File: src/rtl/alu_arbiter.sv
// alu_arbiter: two-port round-robin arbiter in front of one shared ALU.
// Accepts one operand/opcode packet at a time from req0/req1 (valid/ready),
// drives the registered operands to the ALU for one cycle, captures the
// result and flags, and returns them on the owning requester's rsp channel.
// Ports:
//   clk, rst_n                 clock, async active-low reset
//   reqN_valid/ready/a/b/sel   requester N operation channel (N=0,1)
//   alu_a/alu_b/alu_sel        registered operands/opcode to the shared ALU
//   alu_out/alu_cout/alu_z     ALU result and flags
//   rspN_valid/ready           requester N response handshake
//   rsp_result/rsp_cout/rsp_z  captured result shared by both rsp channels
module alu_arbiter #(
    parameter int unsigned WIDTH = 64
) (
    input  logic             clk,
    input  logic             rst_n,
    input  logic             req0_valid,
    output logic             req0_ready,
    input  logic [WIDTH-1:0] req0_a,
    input  logic [WIDTH-1:0] req0_b,
    input  logic [3:0]       req0_sel,
    input  logic             req1_valid,
    output logic             req1_ready,
    input  logic [WIDTH-1:0] req1_a,
    input  logic [WIDTH-1:0] req1_b,
    input  logic [3:0]       req1_sel,
    output logic [WIDTH-1:0] alu_a,
    output logic [WIDTH-1:0] alu_b,
    output logic [3:0]       alu_sel,
    input  logic [WIDTH-1:0] alu_out,
    input  logic             alu_cout,
    input  logic             alu_z,
    output logic             rsp0_valid,
    input  logic             rsp0_ready,
    output logic             rsp1_valid,
    input  logic             rsp1_ready,
    output logic [WIDTH-1:0] rsp_result,
    output logic             rsp_cout,
    output logic             rsp_z
);

    typedef enum logic [1:0] {
        IDLE = 2'd0,
        EXEC = 2'd1,
        RESP = 2'd2
    } state_t;

    state_t           state_q, state_d;
    logic             last_grant_q, last_grant_d;
    logic             owner_q, owner_d;
    logic [WIDTH-1:0] alu_a_q, alu_a_d;
    logic [WIDTH-1:0] alu_b_q, alu_b_d;
    logic [3:0]       alu_sel_q, alu_sel_d;
    logic [WIDTH-1:0] rsp_result_q, rsp_result_d;
    logic             rsp_cout_q, rsp_cout_d;
    logic             rsp_z_q, rsp_z_d;
    logic             rsp0_valid_q, rsp0_valid_d;
    logic             rsp1_valid_q, rsp1_valid_d;

    logic grant_c;
    logic accept_c;
    logic rsp_done_c;

    // Round-robin grant: a lone requester wins; on contention the one not served last wins.
    always_comb begin
        grant_c = 1'b0;
        if (req0_valid && req1_valid) begin
            grant_c = ~last_grant_q;
        end else begin
            grant_c = req1_valid;
        end
    end

    assign req0_ready = (state_q == IDLE) && req0_valid && !grant_c;
    assign req1_ready = (state_q == IDLE) && req1_valid &&  grant_c;
    assign accept_c   = (req0_valid && req0_ready) || (req1_valid && req1_ready);
    assign rsp_done_c = owner_q ? (rsp1_valid_q && rsp1_ready)
                                : (rsp0_valid_q && rsp0_ready);

    // Next-state and datapath capture.
    always_comb begin
        state_d      = state_q;
        last_grant_d = last_grant_q;
        owner_d      = owner_q;
        alu_a_d      = alu_a_q;
        alu_b_d      = alu_b_q;
        alu_sel_d    = alu_sel_q;
        rsp_result_d = rsp_result_q;
        rsp_cout_d   = rsp_cout_q;
        rsp_z_d      = rsp_z_q;
        rsp0_valid_d = rsp0_valid_q;
        rsp1_valid_d = rsp1_valid_q;

        unique case (state_q)
            IDLE: begin
                if (accept_c) begin
                    owner_d      = grant_c;
                    last_grant_d = grant_c;
                    alu_a_d      = grant_c ? req1_a   : req0_a;
                    alu_b_d      = grant_c ? req1_b   : req0_b;
                    alu_sel_d    = grant_c ? req1_sel : req0_sel;
                    state_d      = EXEC;
                end
            end
            EXEC: begin
                rsp_result_d = alu_out;
                rsp_cout_d   = alu_cout;
                rsp_z_d      = alu_z;
                rsp0_valid_d = !owner_q;
                rsp1_valid_d = owner_q;
                state_d      = RESP;
            end
            RESP: begin
                if (rsp_done_c) begin
                    rsp0_valid_d = 1'b0;
                    rsp1_valid_d = 1'b0;
                    state_d      = IDLE;
                end
            end
            default: begin
                rsp0_valid_d = 1'b0;
                rsp1_valid_d = 1'b0;
                state_d      = IDLE;
            end
        endcase
    end

    // State and datapath registers; last_grant resets to 1 so requester 0 wins first.
    always_ff @(posedge clk or negedge rst_n) begin
        if (!rst_n) begin
            state_q      <= IDLE;
            last_grant_q <= 1'b1;
            owner_q      <= 1'b0;
            alu_a_q      <= '0;
            alu_b_q      <= '0;
            alu_sel_q    <= 4'b0000;
            rsp_result_q <= '0;
            rsp_cout_q   <= 1'b0;
            rsp_z_q      <= 1'b0;
            rsp0_valid_q <= 1'b0;
            rsp1_valid_q <= 1'b0;
        end else begin
            state_q      <= state_d;
            last_grant_q <= last_grant_d;
            owner_q      <= owner_d;
            alu_a_q      <= alu_a_d;
            alu_b_q      <= alu_b_d;
            alu_sel_q    <= alu_sel_d;
            rsp_result_q <= rsp_result_d;
            rsp_cout_q   <= rsp_cout_d;
            rsp_z_q      <= rsp_z_d;
            rsp0_valid_q <= rsp0_valid_d;
            rsp1_valid_q <= rsp1_valid_d;
        end
    end

    assign alu_a      = alu_a_q;
    assign alu_b      = alu_b_q;
    assign alu_sel    = alu_sel_q;
    assign rsp_result = rsp_result_q;
    assign rsp_cout   = rsp_cout_q;
    assign rsp_z      = rsp_z_q;
    assign rsp0_valid = rsp0_valid_q;
    assign rsp1_valid = rsp1_valid_q;

endmodule

File: config.mk
export PLATFORM = sky130hd
export DESIGN_NAME = alu_arbiter
export DESIGN_NICKNAME = d
export VERILOG_FILES = /design/src/rtl/alu_arbiter.sv
export SDC_FILE = /design/constraint.sdc
export NUM_CORES = 1
export LEC_CHECK = 0
export ABC_AREA = 0
export BUFFER_PORTS_ARGS = -buffer_cell sky130_fd_sc_hd__buf_2
export CAP_MARGIN = 20
export CORE_AREA = 3 3 211 213
export DETAILED_ROUTE_END_ITERATION = 12
export DIE_AREA = 0 0 214 216
export SETUP_SLACK_MARGIN = 0.05
export SLEW_MARGIN = 10
export SYNTH_ARGS = -nofsm -noshare
export SYNTH_HDL_FRONTEND = slang
export SYNTH_SLANG_ARGS = --single-unit
export TNS_END_PERCENT = 1
File: constraint.sdc
create_clock -name clk -period 2.95 [get_ports clk]
set_clock_uncertainty 0.15 [all_clocks]
set_input_delay 0.4425 -clock clk [delete_from_list [all_inputs] [get_ports clk]]
set_output_delay 0.4425 -clock clk [all_outputs]
set_load 0.1 [all_outputs]
-- Word level (Yosys, flattened, before mapping)
Cells that the tools add are included.
- output and inout bits: 202
- bits of input ports: 336
- bits in registers: 204
- logic and storage cells: 44
- bitwise logic cells: 2
- eq/ne operators: 4
- reduce and logical (&&, ||, !) cells: 16
- mux-type cells: 11
- operators with widths (cell ; number):
    64-bit 2-to-1 mux ; 2
    1-bit logical AND ; 9
    1-bit one-hot mux with 3 select lines ; 2
    2-bit one-hot mux with 3 select lines ; 1
    2-bit AND reduction ; 3
    2-bit 2-to-1 mux ; 2
    4-bit 2-to-1 mux ; 1
    2-bit != test (second input constant) ; 2
    1-bit 2-to-1 mux ; 3
    2-bit by 1-bit equality test with 1-bit output (second input constant) ; 1
    2-bit equality test (second input constant) ; 1
    1-bit logical NOT ; 2
    2-bit logical NOT ; 1
    1-bit NOT ; 2
    1-bit logical OR ; 1

-- Depth between registers and ports, before layout
Gate-level depths: netlist of run 1.
- depth in word-level cells: 8
- depth in mapped cells: 7
- gate-level depth less buffers: 3

-- Least setup slack after synthesis of run 1
Ideal clock, no wire load.
- kind: input port to output port
- from: input port req1_valid
- to: output port req1_ready
- path buffers: 3
- cell stages on the path: 5
- arrival time: 3.118 ns
- setup slack: -0.760 ns
- data required time: 2.358 ns
- path through: a21bo_1 -> buf_6 -> buf_6 -> buf_6 -> nor3_1
- longest elaborated chain between the ends: 3
- elaborated cells on any way between the ends: 4
- those cells by class: mux: 1; reduce/logical: 3
- ends and longest elaborated chain (what ; line ; RTL):
    start: declaration ; 22 ; input logic req1_valid,
    1-bit logical AND ; 67 ; if (req0_valid && req1_valid) begin
    1-bit 2-to-1 mux ; 67 ;
    1-bit logical AND * ; 75 ; assign req1_ready = (state_q == IDLE) && req1_valid && grant_c;
    end: declaration ; 23 ; output logic req1_ready,
Every way passes the cells marked *; elsewhere a longest branch is shown, timed or not.

-- Worst setup path in the final report of run 1
- from: register state_q[0]
- to: output port req0_ready
- longest elaborated chain between the ends: 3
- ends and longest elaborated chain (what ; line ; RTL):
    start: declaration ; 48 ; state_t state_q, state_d;
    start signal: assignment ; 143 ; state_q <= state_d;
    2-bit logical NOT ; 74 ; assign req0_ready = (state_q == IDLE) && req0_valid && !grant_c;
    1-bit logical AND (2 in a row) ; 74 ;
    end: declaration ; 18 ; output logic req0_ready,
No other way between the ends.

==> implementation parameters, run 1 <==
Parameter                              Value

Yosys
  Synthesized flop and latch total    204
  Gate count after technology mapping    596
  Synth Net Count    932
  Commonest cells in the netlist    272 x sky130_fd_sc_hd__mux2_2, 203 x sky130_fd_sc_hd__dfrtp_1, 58 x sky130_fd_sc_hd__mux2_4
  Syn_area_per_cell    15.9 sq um
  Synthesized area    0.00945 sq mm
  Predominant post-synthesis flop cell    sky130_fd_sc_hd__dfrtp_1
  Yosys synthesis warning count    0
  Post-synthesis async set-or-reset flop share    100%
  Number of enable-type register cells in the synthesized netlist    0
  Proportion of netlist area held by the largest area contributor    53.8%
  Dominant cells by area after synthesis    sky130_fd_sc_hd__dfrtp_1 54%, sky130_fd_sc_hd__mux2_2 32%, sky130_fd_sc_hd__mux2_4 9.2%
  Cell type with the largest total area after synthesis    sky130_fd_sc_hd__dfrtp_1
  Count leader, synth    sky130_fd_sc_hd__mux2_2
  Post-synthesis cell type count    24
  Proportion of synthesized chip area in sequential cells    54.0%

Setup path
  Setup Crit Path Kind    flip-flop to output pin
  Worst path arrival time    2.17 ns
  Crit path launch type    flip-flop
  CP Capture Type    output pin
  Count of buffering cells on the critical path with inverters included    1
  Reg-to-reg critical path endpoint    alu_a[38]
  Cell class contributing the biggest share of worst-path delay    simple AND/OR/NAND/NOR gates
  Peak per-stage delay on the critical path    0.52 ns
  Critical path peak fanout    9
  Internal reg-to-reg setup slack    0.76 ns
  Slowest cell on crit path    sky130_fd_sc_hd__or3b_2
  Source of the worst register-to-register timing path    last_grant_q
  Sequence of cells on the critical path    or3b_2 > nor2b_1 > buf_2
  Required time at the endpoint of the critical path    2.36 ns
  FF-to-FF path depth    5

Outcome
  Outcome    completed

Placement
  Final weighted congestion in routability-driven placement    0.902
  Number of port buffers    537
  HPWL after detailed placement    20,900 microns
  Instance count after placement with tap cells included    1,695
  Post-detailed-placement cell area    0.0128 sq mm

STA
  Headroom to the max-slew limit    64.1%
  Unrepaired setup endpoints after global routing    no
  Period Utilization, post-route    93.5%
  Peak clock frequency supported by timing    363 MHz
  Max-slew violation count    0
  Slew @ Worst Pin    0.542 ns
  Final count of hold timing violations    0
  Final critical delay including setup and external delays    2.76 ns
  Number of endpoints failing setup at the final stage    0

Floorplan
  Die boundary height    216 microns
  Core Footprint    0.0429 sq mm
  Width of the die    214 microns
  Initial Util    22.0%
  Total I/O pin count    538
  Number of standard-cell rows in the floorplan    76
  Die Area    0.0462 sq mm

GRT
  GRT Overall Usage    11.6%
  Global-route wire length before repair    43,400 microns
  Via count of the first global-routing pass    7,850
  Number of antenna violations at the first check in global routing    0
  Total congestion overflow after global routing    0
  Largest net degree at the start of global routing    73

Detailed routing
  DR pass1 iterations    4
  Vias    7,099
  Starting DRC count in detailed routing    261
  Detail Route met2 WL    14,400 microns
  Wire length per cell    15.5 microns
  Wire length reported by the detailed router    27,900 microns
  Vias per std cell    3.94
  Number of nets still failing antenna checks after routing    0
  Routed met3 length    2310 microns
  DRC    0
  Highest routed layer    met4
  Post-route met1 wirelength    10,500 microns

Finish
  Area used by multi-input combinational logic    0.00411 sq mm
  Register area    0.00511 sq mm
  Number of nets in the finished design    1,537
  Fraction of layout instances using a drive strength above 1    76.0%
  Layout filler cell count    4,231
  Finished Cell Area    0.0142 sq mm
  Area growth from synthesis to final layout    50.5%
  Final antenna diode count    0
  Utilization of the core after routing    33.2%
  Post-Layout Cell Count    1,800

Min path
  Depth of the worst hold-timing path    2
  Hold WC Path Type    primary input to flip-flop
  Min-Delay Startpoint    alu_cout
  Hold endpoint    rsp_cout

Clocking
  Clock Sinks    204
  H-tree Lvls    1
  Post-CTS sizing    0
  Number of buffers created by CTS    23
  Clock transition time at the flip-flop clock pins of the worst setup and hold paths    0.06 ns
  Worst-case clock buffer depth    3
  Clock tree from TritonCTS    yes
  Clock network latency to the later pin of the worst-skew pair    0.51 ns
  Clock tree root driver cell    sky130_fd_sc_hd__clkbuf_16

Job
  Reported max-cap violation count    0
worst max-delay path by stage:
stage | to | cells after the start | from
floorplan | req0_ready | 5 | last_grant_q
global placement | req0_ready | 4 | req0_valid
detailed placement | req0_ready | 4 | req0_valid
CTS | req0_ready | 3 | state_q[0]
global route | req0_ready | 3 | state_q[0]
finish | req0_ready | 3 | state_q[0]
cell usage in the layout (no fill, tap or decap), types with 2 or more instances in the layout:
master                          netlist  final
sky130_fd_sc_hd__a31o_2               2      2
sky130_fd_sc_hd__buf_12               0      7
sky130_fd_sc_hd__buf_2               21    536
sky130_fd_sc_hd__buf_4                7      8
sky130_fd_sc_hd__clkbuf_1             2      5
sky130_fd_sc_hd__clkbuf_16            0     23
sky130_fd_sc_hd__clkbuf_8             0      6
sky130_fd_sc_hd__clkinv_2             0      4
sky130_fd_sc_hd__dfrtp_1            203    203
sky130_fd_sc_hd__dlygate4sd3_1        0     66
sky130_fd_sc_hd__mux2_2             272    272
sky130_fd_sc_hd__mux2_4              58     58
sky130_fd_sc_hd__mux2i_1              2      2
sky130_fd_sc_hd__nand2_1              3      3
sky130_fd_sc_hd__nor2_1               2      2
sky130_fd_sc_hd__nor2b_1              2      2
sky130_fd_sc_hd__o21ai_0              2      2
cell type report:
| class | count | share of cell area (%) |
|---|---|---|
| flip-flops and latches | 204 | 35.9 |
| multi-input cells | 353 | 28.9 |
| repair buffers | 618 | 25.0 |
| well taps | 585 | 5.15 |
| clock buffers | 33 | 4.66 |
| clock inverters | 6 | 0.405 |
| inverters | 1 | 0.0264 |
worst reg2reg max path, cell delays in order, from the launching register on:
cell,delay (ns)
sky130_fd_sc_hd__dfstp_2,0.55
sky130_fd_sc_hd__a21bo_4,0.20
sky130_fd_sc_hd__buf_12,0.23
sky130_fd_sc_hd__buf_4,0.31
sky130_fd_sc_hd__mux2_2,0.35
sky130_fd_sc_hd__mux2_2,0.27
sequential cells by signal, summed over array words and instances, names as in the netlist:
signal,count
rsp_result,64
rsp1_valid,1
alu_sel,4
rsp0_valid,1
alu_b,64
last_grant_q,1
rsp_z,1
state_q,2
rsp_cout,1
alu_a,64
owner_q,1
logic make-up (layout without fill, tap and decap cells):
kind of cell,after synthesis,after routing,share of synthesized area (%)
muxes,332,332,41.8
buffers and inverters,39,658,2.74
and+or+nand+nor,13,13,0.755
AOI/OAI and AO/OA,8,8,0.622
DFF,204,204,54.0
through the flow:
stage                     setup WS, ns  hold slack [ns]  TNS [ns]
final                            0.192           0.0326         0
after global routing             0.108           0.0200         0
after CTS                        0.154          0.00697         0
after detailed placement         0.674            0.318         0
after global placement           0.662            0.312         0
after floorplan                -0.0462         -0.00309   -0.0462
what timing repair did:
| action | CTS | global route |
|---|---|---|
| hold buffers | 66 | 0 |
| hold endpoints to repair | 114 | 0 |
| buffers inserted | 0 | 0 |
metal layers:
layer,vias up,GRT usage (%)
met5,-,0
met4,0,3.48
met3,33,3.68
met2,311,21.0
met1,3401,12.9
li1,3354,-
Power of run 1 is not shown: default switching activity piles up to over one toggle a cycle in this logic, so the estimate is an artifact.
==> run 2: changes to the inputs <==
clock period = 2.6 ns   (was 2.95 ns; I/O delays follow)
==> run 2 against run 1 <==
Critical path type unchanged. First-iteration DRC count decreased by 6.1%. Design area is 2.6% higher. Via count grew 3.7%. Non-clock buffer count increased by 20. Worst hold slack better by 0.016 ns. Die area did not move. Register-to-register slack got worse by 0.48 ns. Core utilization rose by 0.87 points.
==> implementation parameters, run 2 (synthesis gave the netlist of run 1 again) <==
Parameter                              Value

Outcome
  Outcome    completed (unchanged)

Setup path
  Count of buffering cells on the critical path with inverters included    1 (unchanged)
  Sequence of cells on the critical path    or3b_2 > nor2b_2 > buf_12 (was or3b_2 > nor2b_1 > buf_2)
  Required time at the endpoint of the critical path    2.06 ns (was 2.36 ns)
  Critical path peak fanout    8 (was 9)
  Slowest cell on crit path    sky130_fd_sc_hd__or3b_2 (unchanged)
  Critical path depth    3 (unchanged)
  Setup Crit Path Kind    flip-flop to output pin (unchanged)
  CP Capture Type    output pin (unchanged)
  Cell class contributing the biggest share of worst-path delay    simple AND/OR/NAND/NOR gates (unchanged)
  Crit path launch type    flip-flop (unchanged)
  Worst path arrival time    1.91 ns (was 2.17 ns)
  FF-to-FF path depth    6 (was 5)
  Peak per-stage delay on the critical path    0.54 ns (was 0.52 ns)

STA
  Number of endpoints failing setup at the final stage    0 (unchanged)
  Final critical delay including setup and external delays    2.45 ns
  Setup_tns    0 ns (unchanged)
  Setup slack of the critical path after layout    0.147 ns (was 0.192 ns)
  Headroom to the max-slew limit    63.7% (was 64.1%)
  Max-slew violation count    0 (unchanged)
  Unrepaired setup endpoints after global routing    no (unchanged)
  Slew @ Worst Pin    0.548 ns (was 0.542 ns)
  Period Utilization, post-route    94.3%
  Peak clock frequency supported by timing    408 MHz
  Final count of hold timing violations    0 (unchanged)

GRT
  Total congestion overflow after global routing    0 (unchanged)
  Number of antenna violations at the first check in global routing    1 (was 0)
  Largest net degree at the start of global routing    58 (was 73)
  Via count of the first global-routing pass    8,098 (was 7,850)
  Global-route wire length before repair    45,100 microns (was 43,400 microns)
  GRT Overall Usage    12.1% (was 11.6%)

Finish
  Commonest non-fill, non-tap cell in the layout    sky130_fd_sc_hd__buf_2 (unchanged)
  Post-Layout Cell Count    1,826 (was 1,800)
  Number of nets in the finished design    1,558 (was 1,537)
  Area used by multi-input combinational logic    0.00411 sq mm (about the same)
  Register area    0.00511 sq mm (about the same)
  Utilization of the core after routing    34.0% (was 33.2%)
  Most frequent cells in the layout    534 x sky130_fd_sc_hd__buf_2, 272 x sky130_fd_sc_hd__mux2_2, 202 x sky130_fd_sc_hd__dfrtp_1 (was 536 x sky130_fd_sc_hd__buf_2, 272 x sky130_fd_sc_hd__mux2_2, 203 x sky130_fd_sc_hd__dfrtp_1)
  Layout filler cell count    4,228 (was 4,231)
  Area growth from synthesis to final layout    54.5% (was 50.5%)
  Fraction of layout instances using a drive strength above 1    76.7% (was 76.0%)

Placement
  Number of port buffers    537 (unchanged)
  Final weighted congestion in routability-driven placement    0.914 (was 0.902)
  Instance count after placement with tap cells included    1,710 (was 1,695)
  Minimum setup slack after placement    0.410 ns (was 0.674 ns)
  HPWL after detailed placement    21,800 microns (was 20,900 microns)

Detailed routing
  DRC    0 (unchanged)
  Wire length per cell    16.0 microns (was 15.5 microns)
  Wire length reported by the detailed router    29,100 microns (was 27,900 microns)
  Starting DRC count in detailed routing    245 (was 261)
  Vias    7,364 (was 7,099)
  DR pass1 iterations    4 (unchanged)
  Vias per std cell    4.03 (was 3.94)
  Number of nets still failing antenna checks after routing    0 (unchanged)

Floorplan
  Width of the die    214 microns (unchanged)
  Total I/O pin count    538 (unchanged)
  Initial Util    22.0% (unchanged)
  Die Area    0.0462 sq mm (unchanged)
  Core Footprint    0.0429 sq mm (unchanged)
  Die boundary height    216 microns (unchanged)
  Number of standard-cell rows in the floorplan    76 (unchanged)

Clocking
  Clock transition time at the flip-flop clock pins of the worst setup and hold paths    0.06 ns (about the same)
  H-tree Lvls    1 (unchanged)
  Worst-case clock buffer depth    3 (unchanged)
  Clock tree from TritonCTS    yes (unchanged)
  Clock tree root driver cell    sky130_fd_sc_hd__clkbuf_16 (unchanged)
  Clock network latency to the later pin of the worst-skew pair    0.54 ns (was 0.51 ns)
  Number of buffers created by CTS    24 (was 23)
  Clock Sinks    204 (unchanged)

Min path
  Hold WC Path Type    primary input to flip-flop (unchanged)
  Depth of the worst hold-timing path    4 (was 2)

Job
  Reported max-cap violation count    0 (unchanged)
==> run 2: changes by cell type in the layout (fill, tap and decap cells not counted), moves of 2 or more <==
cell / delta
sky130_fd_sc_hd__clkbuf_1: -3
sky130_fd_sc_hd__dlygate4sd3_1: +3
sky130_fd_sc_hd__buf_4: +14
sky130_fd_sc_hd__buf_2: -2
sky130_fd_sc_hd__buf_12: +3
sky130_fd_sc_hd__clkbuf_8: +4
==> run 2: what timing repair did <==
item,in CTS,in global routing
gates resized for setup,1,1
hold buffers,69,0
hold endpoints to repair,118,0
cloned,1,0
buffers inserted,1,0
setup endpoints to repair,1,1
==> run 2: final timing paths <==
check	slack, ns	startpoint	endpoint
min	0.05	rsp0_ready	rsp0_valid
min reg2reg	0.34	last_grant_q	last_grant_q
max reg2reg	0.28	last_grant_q	alu_a[33]
min in group asynchronous	0.27	rst_n	alu_b[63]
max	0.15	state_q[1]	req0_ready
max in group asynchronous	1.33	rst_n	alu_b[49]
==> run 2: layer usage <==
layer	routed length (microns)	global-route usage (%)	part of all wire (%)
met5	0	0	0
met4	854	3.77	2.9
met3	2200	3.68	7.6
met2	14600	21.5	50
met1	11400	14.0	39
==> run 2: cell type report <==
class | instances | area share, %
sequential | 204 | 35.0
multi-input combinational | 353 | 28.1
timing repair buffer | 638 | 26.1
clock buffer | 35 | 5.01
tap | 585 | 5.01
clock inverter | 9 | 0.746
inverter | 1 | 0.0257
antenna | 1 | 0.0171
==> run 2: metrics by stage <==
step | area, sq um | hold slack (ns)
after CTS | 14600 | 0.0107
after global routing | 14600 | 0.0382
after floorplan | 9460 | -0.0556
after global placement | 13000 | 0.274
after detailed placement | 13000 | 0.272
final | 14600 | 0.0486
==> run 2: tightest hold or removal path: stages <==
cell and delay, ns:
sky130_fd_sc_hd__buf_2 0.09, sky130_fd_sc_hd__nand2b_1 0.05, sky130_fd_sc_hd__nand4b_1 0.08, sky130_fd_sc_hd__o21ai_0 0.08
Power of run 2 is left out for the same reason.
==> run 3: changes to the inputs <==
CELL_PAD_IN_SITES_DETAIL_PLACEMENT = 2   (was unset)
CELL_PAD_IN_SITES_GLOBAL_PLACEMENT = 2   (was unset)
CORE_AREA = 3 3 205 207   (was 3 3 211 213)
DIE_AREA = 0 0 208 210   (was 0 0 214 216)
PLACE_DENSITY_LB_ADDON = 0.1   (was unset)
==> run 3 against run 2 <==
Register-to-register slack improved by 0.20 ns. Sequential share of layout area is 0.55 points higher. First-iteration DRC count shrank 16%. Flip-flop and latch count unchanged. Worst setup slack improved by 0.051 ns. Design area decreased by 1.6%. Clock-buffer cell count rose by 6. Cell count decreased by 3.5%. Die area decreased by 5.5%. Critical path depth unchanged. Fmax increased by 2.1%. Core utilization increased by 1.4 points. Critical path type unchanged. Largest cell class unchanged.
==> implementation parameters, run 3 (synthesis gave the netlist of run 1 again) <==
Parameter                              Value

Outcome
  Outcome    completed (unchanged)

Floorplan
  Width of the die    208 microns (was 214 microns)
  Number of standard-cell rows in the floorplan    74 (was 76)
  Die Area    0.0437 sq mm (was 0.0462 sq mm)
  Initial Util    23.3% (was 22.0%)
  Core Footprint    0.0406 sq mm (was 0.0429 sq mm)
  Die boundary height    210 microns (was 216 microns)
  Total I/O pin count    538 (unchanged)

STA
  Number of endpoints failing setup at the final stage    0 (unchanged)
  Final critical delay including setup and external delays    2.40 ns (was 2.45 ns)
  Peak clock frequency supported by timing    416 MHz (was 408 MHz)
  Final count of hold timing violations    0 (unchanged)
  Setup slack of the critical path after layout    0.199 ns (was 0.147 ns)
  Slew @ Worst Pin    0.541 ns (was 0.548 ns)
  Period Utilization, post-route    92.4% (was 94.3%)
  Hold Slack    0.0443 ns (was 0.0486 ns)
  Unrepaired setup endpoints after global routing    no (unchanged)
  Max-slew violation count    0 (unchanged)
  Headroom to the max-slew limit    63.9% (was 63.7%)

Detailed routing
  Starting DRC count in detailed routing    205 (was 245)
  DRC    0 (unchanged)
  Vias    7,505 (was 7,364)
  DR pass1 iterations    4 (unchanged)
  Vias per std cell    4.26 (was 4.03)
  Wire length per cell    21.2 microns (was 16.0 microns)
  Number of nets still failing antenna checks after routing    0 (unchanged)
  Wire length reported by the detailed router    37,400 microns (was 29,100 microns)

Placement
  Final weighted congestion in routability-driven placement    0.755 (was 0.914)
  HPWL after detailed placement    28,400 microns (was 21,800 microns)
  Number of port buffers    537 (unchanged)
  Instance count after placement with tap cells included    1,645 (was 1,710)
  Minimum setup slack after placement    0.428 ns (was 0.410 ns)

Clocking
  Clock network latency to the later pin of the worst-skew pair    0.53 ns (was 0.54 ns)
  Clock transition time at the flip-flop clock pins of the worst setup and hold paths    0.05 ns (was 0.06 ns)
  H-tree Lvls    1 (unchanged)
  Worst-case clock buffer depth    3 (unchanged)
  Clock tree from TritonCTS    yes (unchanged)
  Clock tree root driver cell    sky130_fd_sc_hd__clkbuf_16 (unchanged)
  Clock Sinks    204 (unchanged)
  Number of buffers created by CTS    27 (was 24)

Min path
  Min-Delay Startpoint    rsp1_ready (was rsp0_ready)
  Depth of the worst hold-timing path    3 (was 4)
  Hold WC Path Type    primary input to flip-flop (unchanged)
  Hold endpoint    rsp1_valid (was rsp0_valid)

Finish
  Utilization of the core after routing    35.4% (was 34.0%)
  Number of nets in the finished design    1,548 (was 1,558)
  Post-Layout Cell Count    1,763 (was 1,826)
  Fraction of layout instances using a drive strength above 1    76.1% (was 76.7%)
  Layout filler cell count    4,316 (was 4,228)
  Area growth from synthesis to final layout    52.0% (was 54.5%)
  Most frequent cells in the layout    535 x sky130_fd_sc_hd__buf_2, 272 x sky130_fd_sc_hd__mux2_2, 203 x sky130_fd_sc_hd__dfrtp_1 (was 534 x sky130_fd_sc_hd__buf_2, 272 x sky130_fd_sc_hd__mux2_2, 202 x sky130_fd_sc_hd__dfrtp_1)
  Commonest non-fill, non-tap cell in the layout    sky130_fd_sc_hd__buf_2 (unchanged)

Setup path
  FF-to-FF path depth    5 (was 6)
  Sequence of cells on the critical path    or3b_2 > nor2b_2 > buf_4 (was or3b_2 > nor2b_2 > buf_12)
  Crit path launch type    flip-flop (unchanged)
  Slowest cell on crit path    sky130_fd_sc_hd__or3b_2 (unchanged)
  Peak per-stage delay on the critical path    0.52 ns (was 0.54 ns)
  Internal reg-to-reg setup slack    0.48 ns (was 0.28 ns)
  Count of buffering cells on the critical path with inverters included    1 (unchanged)
  Worst path arrival time    1.86 ns (was 1.91 ns)
  Critical path depth    3 (unchanged)
  Critical path peak fanout    3 (was 8)
  Required time at the endpoint of the critical path    2.06 ns (about the same)
  Source of the worst register-to-register timing path    last_grant_q (unchanged)
  Cell class contributing the biggest share of worst-path delay    simple AND/OR/NAND/NOR gates (unchanged)
  Setup Crit Path Kind    flip-flop to output pin (unchanged)
  CP Capture Type    output pin (unchanged)
  Reg-to-reg critical path endpoint    alu_b[3] (was alu_a[33])

GRT
  GRT Overall Usage    16.6% (was 12.1%)
  Largest net degree at the start of global routing    67 (was 58)
  Global-route wire length before repair    55,700 microns (was 45,100 microns)
  Via count of the first global-routing pass    8,444 (was 8,098)
  Number of antenna violations at the first check in global routing    6 (was 1)
  Total congestion overflow after global routing    0 (unchanged)

Job
  Reported max-cap violation count    0 (unchanged)
==> run 3: how the worst max path moves through the flow <==
stage / start / slack, ns / endpoint
finish: state_q[1] / 0.20 / req0_ready
global placement: req1_valid / 0.44 / alu_a[35]
detailed placement: req1_valid / 0.43 / alu_b[32]
CTS: last_grant_q / 0.06 / req0_ready
global route: state_q[1] / 0.13 / req0_ready
floorplan: req1_valid / -0.11 / req1_ready
==> run 3: tightest hold or removal path: stages <==
cell and delay (ns):
sky130_fd_sc_hd__buf_2 0.10, sky130_fd_sc_hd__nand2_1 0.05, sky130_fd_sc_hd__a31o_2 0.14
==> run 3: per-layer routing <==
| metal | part of all wire [%] | up-vias | track usage (%) |
|---|---|---|---|
| met5 | 0.13 | - | 0 |
| met4 | 2.3 | 8 | 4.51 |
| met3 | 8.8 | 58 | 6.41 |
| met2 | 52 | 315 | 29.9 |
| met1 | 37 | 3750 | 18.3 |
| li1 | - | 3374 | - |
==> run 3: layout make-up <==
| class | instances | area, sq um | area share (%) |
|---|---|---|---|
| timing repair buffer | 625 | 3650 | 25.4 |
| inverter | 1 | 3.75 | 0.0261 |
| clock buffer | 41 | 798 | 5.56 |
| antenna | 2 | 5.00 | 0.0348 |
| sequential | 204 | 5110 | 35.5 |
| multi-input combinational | 353 | 4110 | 28.6 |
| tap | 532 | 666 | 4.63 |
| clock inverter | 5 | 25.0 | 0.174 |
==> run 3: metrics by stage <==
step,setup TNS (ns),area [sq um]
after floorplan,-0.112,9460
after global placement,0,12800
after detailed placement,0,12800
after CTS,0,14300
after global routing,0,14400
final,0,14400
==> run 3: repair_timing <==
item                                    in CTS  in global routing
resized for setup                            1                  0
endpoints found under the setup margin       1                  1
hold buffers                                68                  0
hold endpoints to repair                   117                  0
buffers inserted                             0                  2
Power of run 3 is left out for the same reason.
